===== src/rtl/aes_pkg.sv =====
// Shared AES-128 definitions: state/word types, round constants and the S-box.
// Used by the AddRoundKey stage, the key schedule and SubBytes.
package aes_pkg;

    typedef logic [127:0] state_t;
    typedef logic [31:0]  word_t;

    localparam int NR = 10;

    // Index = round number; entries 0 and 11..15 are unused padding
    localparam logic [7:0] RCON [16] = '{
        8'h00, 8'h01, 8'h02, 8'h04, 8'h08, 8'h10, 8'h20, 8'h40,
        8'h80, 8'h1b, 8'h36, 8'h00, 8'h00, 8'h00, 8'h00, 8'h00
    };

    localparam logic [7:0] SBOX [256] = '{
        8'h63, 8'h7c, 8'h77, 8'h7b, 8'hf2, 8'h6b, 8'h6f, 8'hc5, 8'h30, 8'h01, 8'h67, 8'h2b, 8'hfe, 8'hd7, 8'hab, 8'h76,
        8'hca, 8'h82, 8'hc9, 8'h7d, 8'hfa, 8'h59, 8'h47, 8'hf0, 8'had, 8'hd4, 8'ha2, 8'haf, 8'h9c, 8'ha4, 8'h72, 8'hc0,
        8'hb7, 8'hfd, 8'h93, 8'h26, 8'h36, 8'h3f, 8'hf7, 8'hcc, 8'h34, 8'ha5, 8'he5, 8'hf1, 8'h71, 8'hd8, 8'h31, 8'h15,
        8'h04, 8'hc7, 8'h23, 8'hc3, 8'h18, 8'h96, 8'h05, 8'h9a, 8'h07, 8'h12, 8'h80, 8'he2, 8'heb, 8'h27, 8'hb2, 8'h75,
        8'h09, 8'h83, 8'h2c, 8'h1a, 8'h1b, 8'h6e, 8'h5a, 8'ha0, 8'h52, 8'h3b, 8'hd6, 8'hb3, 8'h29, 8'he3, 8'h2f, 8'h84,
        8'h53, 8'hd1, 8'h00, 8'hed, 8'h20, 8'hfc, 8'hb1, 8'h5b, 8'h6a, 8'hcb, 8'hbe, 8'h39, 8'h4a, 8'h4c, 8'h58, 8'hcf,
        8'hd0, 8'hef, 8'haa, 8'hfb, 8'h43, 8'h4d, 8'h33, 8'h85, 8'h45, 8'hf9, 8'h02, 8'h7f, 8'h50, 8'h3c, 8'h9f, 8'ha8,
        8'h51, 8'ha3, 8'h40, 8'h8f, 8'h92, 8'h9d, 8'h38, 8'hf5, 8'hbc, 8'hb6, 8'hda, 8'h21, 8'h10, 8'hff, 8'hf3, 8'hd2,
        8'hcd, 8'h0c, 8'h13, 8'hec, 8'h5f, 8'h97, 8'h44, 8'h17, 8'hc4, 8'ha7, 8'h7e, 8'h3d, 8'h64, 8'h5d, 8'h19, 8'h73,
        8'h60, 8'h81, 8'h4f, 8'hdc, 8'h22, 8'h2a, 8'h90, 8'h88, 8'h46, 8'hee, 8'hb8, 8'h14, 8'hde, 8'h5e, 8'h0b, 8'hdb,
        8'he0, 8'h32, 8'h3a, 8'h0a, 8'h49, 8'h06, 8'h24, 8'h5c, 8'hc2, 8'hd3, 8'hac, 8'h62, 8'h91, 8'h95, 8'he4, 8'h79,
        8'he7, 8'hc8, 8'h37, 8'h6d, 8'h8d, 8'hd5, 8'h4e, 8'ha9, 8'h6c, 8'h56, 8'hf4, 8'hea, 8'h65, 8'h7a, 8'hae, 8'h08,
        8'hba, 8'h78, 8'h25, 8'h2e, 8'h1c, 8'ha6, 8'hb4, 8'hc6, 8'he8, 8'hdd, 8'h74, 8'h1f, 8'h4b, 8'hbd, 8'h8b, 8'h8a,
        8'h70, 8'h3e, 8'hb5, 8'h66, 8'h48, 8'h03, 8'hf6, 8'h0e, 8'h61, 8'h35, 8'h57, 8'hb9, 8'h86, 8'hc1, 8'h1d, 8'h9e,
        8'he1, 8'hf8, 8'h98, 8'h11, 8'h69, 8'hd9, 8'h8e, 8'h94, 8'h9b, 8'h1e, 8'h87, 8'he9, 8'hce, 8'h55, 8'h28, 8'hdf,
        8'h8c, 8'ha1, 8'h89, 8'h0d, 8'hbf, 8'he6, 8'h42, 8'h68, 8'h41, 8'h99, 8'h2d, 8'h0f, 8'hb0, 8'h54, 8'hbb, 8'h16
    };

    function automatic logic [7:0] sbox(input logic [7:0] b);
        return SBOX[b];
    endfunction

endpackage


===== src/rtl/key_expand_step.sv =====
// One combinational AES-128 key schedule step: next round key from the current
// round key and the round constant.
module key_expand_step
    import aes_pkg::*;
(
    input  state_t     rk_in,
    input  logic [7:0] rcon,
    output state_t     rk_out
);

    word_t w0, w1, w2, w3;
    word_t rot, t;
    word_t n0, n1, n2, n3;

    always_comb begin
        w0  = rk_in[127:96];
        w1  = rk_in[95:64];
        w2  = rk_in[63:32];
        w3  = rk_in[31:0];
        rot = {w3[23:0], w3[31:24]};
        t   = {sbox(rot[31:24]), sbox(rot[23:16]), sbox(rot[15:8]), sbox(rot[7:0])}
              ^ {rcon, 24'h000000};
        n0  = w0 ^ t;
        n1  = w1 ^ n0;
        n2  = w2 ^ n1;
        n3  = w3 ^ n2;
        rk_out = {n0, n1, n2, n3};
    end

endmodule


===== src/rtl/add_round_key_stage.sv =====
// AddRoundKey stage of the iterative AES-128 datapath: XORs each round state with
// an on-the-fly round key and registers the result behind a valid/ready handshake.
module add_round_key_stage #(
    parameter int NR = 10,
    parameter int KW = 128
) (
    input  logic          clk,
    input  logic          rst,
    input  logic          key_load,
    input  logic [KW-1:0] key_in,
    input  logic          in_valid,
    output logic          in_ready,
    input  logic [KW-1:0] in_data,
    output logic          out_valid,
    input  logic          out_ready,
    output logic [KW-1:0] out_data,
    output logic [3:0]    out_round,
    output logic          out_last
);

    import aes_pkg::*;

    logic [KW-1:0] ck;
    logic [KW-1:0] rk;
    logic [KW-1:0] rk_next;
    logic [3:0]    rnd;
    logic [3:0]    rcon_idx;
    logic [7:0]    rcon_sel;
    logic          key_ok;
    logic          accept;
    logic          rnd_last;

    // Single output register, no skid buffer: accept only if it is empty or draining
    assign in_ready = key_ok & ~key_load & (~out_valid | out_ready);
    assign accept   = in_valid & in_ready;
    assign rnd_last = (rnd == 4'(NR));

    always_comb begin
        rcon_idx = rnd + 4'd1;
        rcon_sel = rnd_last ? 8'h00 : RCON[rcon_idx];
    end

    key_expand_step u_key_expand_step (
        .rk_in  (rk),
        .rcon   (rcon_sel),
        .rk_out (rk_next)
    );

    always_ff @(posedge clk or negedge rst) begin
        if (!rst) begin
            ck     <= '0;
            rk     <= '0;
            rnd    <= '0;
            key_ok <= 1'b0;
        end else if (key_load) begin
            ck     <= key_in;
            rk     <= key_in;
            rnd    <= '0;
            key_ok <= 1'b1;
        end else if (accept) begin
            if (rnd_last) begin
                rk  <= ck;
                rnd <= '0;
            end else begin
                rk  <= rk_next;
                rnd <= rnd + 4'd1;
            end
        end
    end

    // A new accept overwrites the draining output in the same cycle
    always_ff @(posedge clk or negedge rst) begin
        if (!rst) begin
            out_valid <= 1'b0;
            out_data  <= '0;
            out_round <= '0;
            out_last  <= 1'b0;
        end else if (accept) begin
            out_valid <= 1'b1;
            out_data  <= in_data ^ rk;
            out_round <= rnd;
            out_last  <= rnd_last;
        end else if (out_ready) begin
            out_valid <= 1'b0;
        end
    end

endmodule


===== config.mk =====
export PLATFORM = sky130hd
export DESIGN_NAME = add_round_key_stage
export DESIGN_NICKNAME = d
export VERILOG_FILES = /design/src/rtl/aes_pkg.sv /design/src/rtl/key_expand_step.sv /design/src/rtl/add_round_key_stage.sv
export SDC_FILE = /design/constraint.sdc
export NUM_CORES = 2
export LEC_CHECK = 0
export CAP_MARGIN = 25
export CORE_ASPECT_RATIO = 0.8
export CORE_MARGIN = 4
export CORE_UTILIZATION = 30
export CTS_CLUSTER_DIAMETER = 60
export DETAILED_ROUTE_END_ITERATION = 8
export PLACE_DENSITY_LB_ADDON = 0.3
export SLEW_MARGIN = 20
export SYNTH_ARGS = -nofsm -noshare
export SYNTH_HDL_FRONTEND = slang
export SYNTH_SLANG_ARGS = --single-unit

===== constraint.sdc =====
create_clock -name clk -period 8.7 [get_ports clk]
set_input_delay 0.87 -clock clk [delete_from_list [all_inputs] [get_ports clk]]
set_output_delay 0.87 -clock clk [all_outputs]
set_load 0.01 [all_outputs]

Yosys cells after proc, flatten, opt, wreduce, memory -nomap -nowiden
Memories as Yosys holds them, arrays and structs flattened.
Cells that the tools add are included.
{"block": "op_classes", "n_bitwise": 17, "n_reduce_logical": 2, "order_cmp": 5, "eq_ne": 1, "mux": 19, "n_addsub": 1}
{"op": "128-bit 2-to-1 mux", "n": 3}
{"op": "32-bit bitwise XOR", "n": 5}
{"op": "128-bit bitwise XOR", "n": 1}
{"op": "8-bit 2-to-1 mux", "n": 11}
{"op": "9-bit greater-or-equal comparator (second input constant)", "n": 4}
{"op": "8-bit inverter with 9-bit output", "n": 4}
{"op": "4-bit 2-to-1 mux", "n": 3}
{"op": "5-bit greater-or-equal comparator (second input constant)", "n": 1}
{"op": "4-bit inverter with 5-bit output", "n": 1}
{"op": "4-bit by 1-bit adder with 4-bit output (second input constant)", "n": 1}
{"op": "4-bit equality test (second input constant)", "n": 1}
{"op": "2-bit nonzero test", "n": 2}
{"op": "1-bit AND", "n": 3}
{"op": "1-bit 2-to-1 mux", "n": 2}
{"op": "1-bit inverter", "n": 2}
{"op": "1-bit OR", "n": 1}
{"block": "word_totals", "mem_bits_ro": 8320, "in_bits": 261, "mem_count": 5, "word_cells": 58, "reg_bits": 395}
{"memory": "(name not given)", "depth": 256, "word_bits": 8, "rd": 1, "rd_clocked_by_memory_dff": 0, "write_ports": 0, "line_no": "aes_pkg.sv:36", "source": "return SBOX[b];"}
{"memory": "(name not given)", "depth": 256, "word_bits": 8, "rd": 1, "rd_clocked_by_memory_dff": 0, "write_ports": 0, "line_no": "aes_pkg.sv:36"}
{"memory": "(name not given)", "depth": 256, "word_bits": 8, "rd": 1, "rd_clocked_by_memory_dff": 0, "write_ports": 0, "line_no": "aes_pkg.sv:36"}
{"memory": "(name not given)", "depth": 256, "word_bits": 8, "rd": 1, "rd_clocked_by_memory_dff": 0, "write_ports": 0, "line_no": "aes_pkg.sv:36"}
{"memory": "(name not given)", "depth": 16, "word_bits": 8, "rd": 1, "rd_clocked_by_memory_dff": 0, "write_ports": 0, "line_no": "add_round_key_stage.sv:40", "source": "rcon_sel = rnd_last ? 8'h00 : RCON[rcon_idx];"}

Depth between registers and ports, before layout
{"block": "depth", "ltp_word": 14, "depth_mapped": 16, "mapped_depth_nobuf": 11}

By module
Synthesis repeated with hierarchy kept, for this count alone.
{"block": "hier_totals", "cells_unflattened": 4173, "area_unflattened_um2": 33779.9}
{"mod": "add_round_key_stage", "n_inst": 1, "cells_per_inst": 1863, "area_per_inst_um2": 17738.3}
{"mod": "key_expand_step", "n_inst": 1, "cells_per_inst": 2310, "area_per_inst_um2": 16041.6}

Least setup slack after synthesis
OpenSTA, ideal clock, no wires.
{"block": "synth_path", "path_type": "flip-flop to flip-flop", "start": "reg rk[25]", "end": "reg rk[0]", "path_slack_ps": 5037, "n_path_buf": 4, "stages_incl_launch_ff": 15, "arrival_ps": 3520, "path_cell_list": "dfrtp_1 buf_2 buf_2 inv_1 ha_1 clkbuf_1 clkbuf_1 o21ai_0 o32ai_1 nor4_1 nor4b_2 o211ai_2 xnor2_1 mux2i_1 o211ai_1"}
{"block": "synth_between", "elab_chain_len": 12}
{"item": "start, declared", "line_no": "add_round_key_stage.sv:24", "source": "logic [KW-1:0] rk;"}
{"item": "start signal, assigned", "line_no": "add_round_key_stage.sv:57", "source": "rk <= key_in;"}
{"item": "start signal, assigned", "line_no": "add_round_key_stage.sv:62", "source": "rk <= ck;"}
{"item": "start signal, assigned", "line_no": "add_round_key_stage.sv:65", "source": "rk <= rk_next;"}
{"item": "8-bit inverter with 9-bit output (not written as such)", "line_no": "aes_pkg.sv:36"}
{"item": "memory read 256 x 8 bit"}
{"item": "8-bit 2-to-1 mux (not written as such) (2 in a row)", "line_no": "aes_pkg.sv:36"}
{"item": "32-bit bitwise XOR", "line_no": "key_expand_step.sv:22", "source": "^ {rcon, 24'h000000};"}
{"item": "32-bit bitwise XOR", "line_no": "key_expand_step.sv:23", "source": "n0 = w0 ^ t;"}
{"item": "32-bit bitwise XOR", "line_no": "key_expand_step.sv:24", "source": "n1 = w1 ^ n0;"}
{"item": "32-bit bitwise XOR", "line_no": "key_expand_step.sv:25", "source": "n2 = w2 ^ n1;"}
{"item": "32-bit bitwise XOR", "line_no": "key_expand_step.sv:26", "source": "n3 = w3 ^ n2;"}
{"item": "128-bit 2-to-1 mux", "line_no": "add_round_key_stage.sv:61", "source": "if (rnd_last) begin"}
{"item": "128-bit 2-to-1 mux", "line_no": "add_round_key_stage.sv:60", "source": "end else if (accept) begin"}
{"item": "128-bit 2-to-1 mux", "line_no": "add_round_key_stage.sv:55", "source": "end else if (key_load) begin"}
Every way passes these cells. The select of a mux whose other input is x is not followed.
A chain may end at the register's enable or synchronous reset.

Worst setup path in the final report
{"block": "layout_path", "start": "reg rk[25]", "end": "reg rk[2]"}
The elaborated chain is that of the path after synthesis.

==> impl_results.html <==
<table>
<tr><th>Metric</th><th>Value</th></tr>
<tr><th colspan="2">Yosys</th></tr>
<tr><td>Ys Warns</td><td>0</td></tr>
<tr><td>Synthesized netlist cell count</td><td>3901</td></tr>
<tr><td>Syn nets</td><td>4228</td></tr>
<tr><td>Sequential share of the synthesized area</td><td>29.36%</td></tr>
<tr><td>Mapped Area</td><td>0.03366 mm^2</td></tr>
<tr><td>Share of async-settable or async-resettable flops after synthesis</td><td>100.0%</td></tr>
<tr><td>Post-synth top flop</td><td>sky130_fd_sc_hd__dfrtp_1</td></tr>
<tr><td>Post-synth EDFFs</td><td>0</td></tr>
<tr><td>Post-synthesis register bit count</td><td>395</td></tr>
<tr><td>Fraction of post-synthesis cell area in the top cell type by area</td><td>29.36%</td></tr>
<tr><td>Mean instance size in the synthesized netlist</td><td>8.629 um^2</td></tr>
<tr><td>Number of library cell types mapped by synthesis</td><td>116</td></tr>
<tr><td>Leading cell types by total area after synthesis</td><td>sky130_fd_sc_hd__dfrtp_1 (29%), sky130_fd_sc_hd__xnor2_1 (5.8%), sky130_fd_sc_hd__o21ai_0 (5.8%)</td></tr>
<tr><td>Largest area contributor in the netlist</td><td>sky130_fd_sc_hd__dfrtp_1</td></tr>
<tr><th colspan="2">Critical path</th></tr>
<tr><td>Worst reg2reg startpoint</td><td>rk[25]$_DFFE_PN0P_</td></tr>
<tr><td>Total stage count of the critical path</td><td>12</td></tr>
<tr><td>Crit path arrival time</td><td>5.36 ns</td></tr>
<tr><td>Worst path cell trace</td><td>buf_4 &gt; inv_1 &gt; ha_1 &gt; nor2b_1 &gt; o32ai_1 &gt; o31ai_1 &gt; a21oi_1 &gt; a211oi_1 &gt; mux2i_1 &gt; xnor3_1 &gt; xnor2_1 &gt; o21ai_0</td></tr>
<tr><td>Kind of cell with the highest combined delay on the critical path</td><td>adder cells</td></tr>
<tr><td>Worst reg2reg endpoint</td><td>rk[2]$_DFFE_PN0P_</td></tr>
<tr><td>Reg2reg setup slack</td><td>3.82 ns</td></tr>
<tr><td>Delay of the slowest cell on the worst path</td><td>1.03 ns</td></tr>
<tr><td>Critical path capture point</td><td>rk[2]$_DFFE_PN0P_</td></tr>
<tr><td>Req. time, crit path</td><td>9.18 ns</td></tr>
<tr><td>Maximum fanout along the worst path</td><td>42</td></tr>
<tr><td>Number of cells on the worst reg-to-reg path</td><td>12</td></tr>
<tr><td>First element of the critical path</td><td>rk[25]$_DFFE_PN0P_</td></tr>
<tr><td>Critical path's slowest cell</td><td>sky130_fd_sc_hd__ha_1</td></tr>
<tr><td>Worst setup EP type</td><td>register</td></tr>
<tr><td>Setup crit start kind</td><td>register</td></tr>
<tr><td>Buffers plus inverters on the worst setup path</td><td>2</td></tr>
<tr><td>Category of the critical setup timing path</td><td>register to register</td></tr>
<tr><th colspan="2">Final layout</th></tr>
<tr><td>Share of layout cells above drive strength 1</td><td>10.99%</td></tr>
<tr><td>Commonest cells after routing, fill and taps aside</td><td>sky130_fd_sc_hd__clkdlybuf4s50_1 (393), sky130_fd_sc_hd__o21ai_0 (388), sky130_fd_sc_hd__dfrtp_1 (382), sky130_fd_sc_hd__nand2_1 (353), sky130_fd_sc_hd__xnor2_1 (222)</td></tr>
<tr><td>Area delta synth-&gt;final</td><td>18.24%</td></tr>
<tr><td>Leading cell type in the layout, fill and taps excluded</td><td>sky130_fd_sc_hd__clkdlybuf4s50_1</td></tr>
<tr><td>Fin cells</td><td>5547</td></tr>
<tr><td>Net count of the finished layout</td><td>4335</td></tr>
<tr><th colspan="2">STA</th></tr>
<tr><td>Aggregate negative setup slack</td><td>0 ns</td></tr>
<tr><td>Fin. Hold Viols</td><td>0</td></tr>
<tr><td>Skew final</td><td>0.02900 ns</td></tr>
<tr><td>Final setup viols</td><td>0</td></tr>
<tr><td>Relative max-transition margin</td><td>17.81%</td></tr>
<tr><td>Number of pins exceeding their max-slew limit in the final report</td><td>0</td></tr>
<tr><td>Final critical delay including setup and external delays</td><td>4.879 ns</td></tr>
<tr><td>Peak clock frequency supported by timing</td><td>205.0 MHz</td></tr>
<tr><td>Worst Max-Slew Pin Slew</td><td>1.223 ns</td></tr>
<tr><td>Final critical-path share of the clock period</td><td>56.08%</td></tr>
<tr><td>Unrepaired setup endpoints after global routing</td><td>no</td></tr>
<tr><th colspan="2">Global route</th></tr>
<tr><td>Total overflow reported by the global router</td><td>0</td></tr>
<tr><td>Antenna violations before repair</td><td>9</td></tr>
<tr><td>Wire length of the first global-routing pass</td><td>218900 um</td></tr>
<tr><td>Vias in the first global route</td><td>31570</td></tr>
<tr><td>Total global routing track utilization</td><td>24.00%</td></tr>
<tr><td>Largest net degree at the start of global routing</td><td>141</td></tr>
<tr><th colspan="2">Pwr</th></tr>
<tr><td>Internal power</td><td>0.008789 W</td></tr>
<tr><td>Register share of total power</td><td>17.8%</td></tr>
<tr><td>Static Leakage</td><td>15.01 nW</td></tr>
<tr><td>Share of power burned in the clock network</td><td>11.2%</td></tr>
<tr><td>PD cells</td><td>475.9 mW/mm^2</td></tr>
<tr><td>IR Drop Worst-Case VDD</td><td>0.0002317 V</td></tr>
<tr><td>Switching share of power</td><td>53.60%</td></tr>
<tr><td>Overall power after layout</td><td>0.01894 W</td></tr>
<tr><td>Switching power total</td><td>0.01015 W</td></tr>
<tr><td>Power share of the combinational group</td><td>71.0%</td></tr>
<tr><th colspan="2">CTS</th></tr>
<tr><td>CTS H-Tree Depth</td><td>2</td></tr>
<tr><td>Total of hold buffers inserted after clock tree synthesis</td><td>0</td></tr>
<tr><td>Library cell used as clock root buffer</td><td>sky130_fd_sc_hd__clkbuf_16</td></tr>
<tr><td>Worst-Skew Late Latency</td><td>0.64 ns</td></tr>
<tr><td>Clock slew at the register clock pins of the worst setup and hold paths</td><td>0.06 ns</td></tr>
<tr><td>TritonCTS clock tree</td><td>done</td></tr>
<tr><td>Resized cells post-CTS</td><td>0</td></tr>
<tr><td>Number of buffers inserted during clock tree synthesis</td><td>50</td></tr>
<tr><td>Post-CTS setup repair buffer count</td><td>0</td></tr>
<tr><td>Bufs on Longest Clock Path</td><td>3</td></tr>
<tr><td>TritonCTS Sinks</td><td>395</td></tr>
<tr><th colspan="2">Floorplan</th></tr>
<tr><td>Die width</td><td>382.5 um</td></tr>
<tr><td>Initial core utilization</td><td>30.36%</td></tr>
<tr><td>Placeable core area</td><td>0.1109 mm^2</td></tr>
<tr><td>Die area</td><td>0.1177 mm^2</td></tr>
<tr><td>Die H</td><td>307.6 um</td></tr>
<tr><td>Core Rows</td><td>109</td></tr>
<tr><td># IOs</td><td>396</td></tr>
<tr><th colspan="2">Route</th></tr>
<tr><td>Post-DRT Antenna Nets</td><td>0</td></tr>
<tr><td>DR pass1 iterations</td><td>9</td></tr>
<tr><td>Initial DRC count</td><td>5298</td></tr>
<tr><td>Routed length per instance</td><td>26.65 um</td></tr>
<tr><td>Detailed-route vias per instance</td><td>6.069</td></tr>
<tr><td>Number of remaining DRC errors</td><td>0</td></tr>
<tr><td>Overall via count from detail_route</td><td>33670</td></tr>
<tr><td>Sum of routed wire length over all layers</td><td>147800 um</td></tr>
<tr><th colspan="2">Placement</th></tr>
<tr><td>Detailed Place HPWL</td><td>102700 um</td></tr>
<tr><td>Placed cell count</td><td>5453</td></tr>
<tr><td>Input/output buffers</td><td>395</td></tr>
<tr><td>Gpl congestion</td><td>1.024</td></tr>
<tr><th colspan="2">Flow run</th></tr>
<tr><td>Max-cap violation count</td><td>0</td></tr>
<tr><th colspan="2">Run status</th></tr>
<tr><td>Outcome</td><td>complete, no violations</td></tr>
<tr><th colspan="2">Worst hold path</th></tr>
<tr><td>Worst min-delay path category</td><td>primary input to asynchronous set/reset pin</td></tr>
</table>
## power groups by stage
stage,sequential [W],combinational [W],clock [W]
2_1_floorplan,0.00300,0.00918,0
6_report,0.00337,0.0134,0.00213
5_1_grt,0.00347,0.0142,0.00226
3_5_place_dp,0.00339,0.0130,0
3_3_place_gp,0.00339,0.0132,0
4_1_cts,0.00337,0.0131,0.00219
## metrics by stage
step / worst slack (ns) / cell area [um^2] / util (%) / hold slack (ns)
after floorplan: 5.037 / 33660 / - / 0.4274
after global placement: 3.953 / 38110 / 34.37 / 0.4540
after detailed placement: 3.977 / 38110 / 34.37 / 0.4503
after CTS: 3.958 / 39790 / 35.89 / 0.2533
after global routing: 3.617 / 39800 / 35.89 / 0.2899
final: 3.821 / 39800 / 35.89 / 0.2585
## cell families (layout without fill, tap and decap cells)
group	count (synthesis)	after routing	synth area share, %
compound gates	1315	1315	27.35
flops	395	395	29.36
simple gates	1128	1128	16.86
fa+ha+maj	66	66	2.453
mux	224	224	8.401
buf+inv	469	616	6.635
xor+xnor	304	304	8.936
other cells	0	1	0
## registers in the layout, indices dropped and copies added (netlist names)
name / count
out_valid: 1
key_ok: 1
ck: 128
out_last: 1
rnd: 4
rk: 128
out_data: 128
out_round: 4
## how the worst min path moves through the flow
stage	cells after the start	endpoint	from	slack, ns
6_report	1	out_data[123]$_DFFE_PN0P_	rst	0.26
5_1_grt	1	out_data[63]$_DFFE_PN0P_	rst	0.29
4_1_cts	1	out_data[123]$_DFFE_PN0P_	rst	0.25
3_5_place_dp	1	key_ok$_DFFE_PN0P_	key_ok$_DFFE_PN0P_	0.45
3_3_place_gp	1	key_ok$_DFFE_PN0P_	key_ok$_DFFE_PN0P_	0.45
2_1_floorplan	1	key_ok$_DFFE_PN0P_	key_ok$_DFFE_PN0P_	0.43
## Yosys cell counts (all sizes together), types with 27 or more instances
cell / count
o21ai: 409
dfrtp: 395
nand2: 356
xnor2: 235
clkbuf: 220
buf: 190
nor2: 183
a21oi: 176
mux2: 145
nand2b: 125
nand3: 94
a222oi: 84
nor2b: 81
nor3: 74
ha: 66
a211oi: 61
o211ai: 57
xor2: 54
a31oi: 53
inv: 51
mux2i: 48
o311ai: 43
a221o: 35
and2: 33
o31ai: 32
mux4: 31
o2111ai: 28
a311oi: 27
o221ai: 27
## worst register-to-register path: stages, from the launching register on
cell,delay (ns)
sky130_fd_sc_hd__dfrtp_1,0.32
sky130_fd_sc_hd__buf_4,0.45
sky130_fd_sc_hd__inv_1,0.38
sky130_fd_sc_hd__ha_1,1.03
sky130_fd_sc_hd__nor2b_1,0.38
sky130_fd_sc_hd__o32ai_1,0.48
sky130_fd_sc_hd__o31ai_1,0.12
sky130_fd_sc_hd__a21oi_1,0.26
sky130_fd_sc_hd__a211oi_1,0.10
sky130_fd_sc_hd__mux2i_1,0.49
sky130_fd_sc_hd__xnor3_1,0.49
sky130_fd_sc_hd__xnor2_1,0.14
sky130_fd_sc_hd__o21ai_0,0.08
## cell type report
| class | instances | area [um^2] |
|---|---|---|
| fill | 11430 | 71080 |
| multi-input combinational | 3037 | 21600 |
| sequential | 395 | 9911 |
| timing repair buffer | 465 | 4514 |
| tap | 1498 | 1874 |
| clock buffer | 70 | 1468 |
| inverter | 59 | 221.5 |
| clock inverter | 22 | 207.7 |
| antenna | 1 | 2.502 |
## metal layers
| layer | part of all wire, % | GRT usage [%] |
|---|---|---|
| met5 | 0.051 | 0 |
| met4 | 3.1 | 6.876 |
| met3 | 11 | 6.201 |
| met2 | 41 | 34.77 |
| met1 | 45 | 34.97 |
Power figures use the tool's default switching activity.
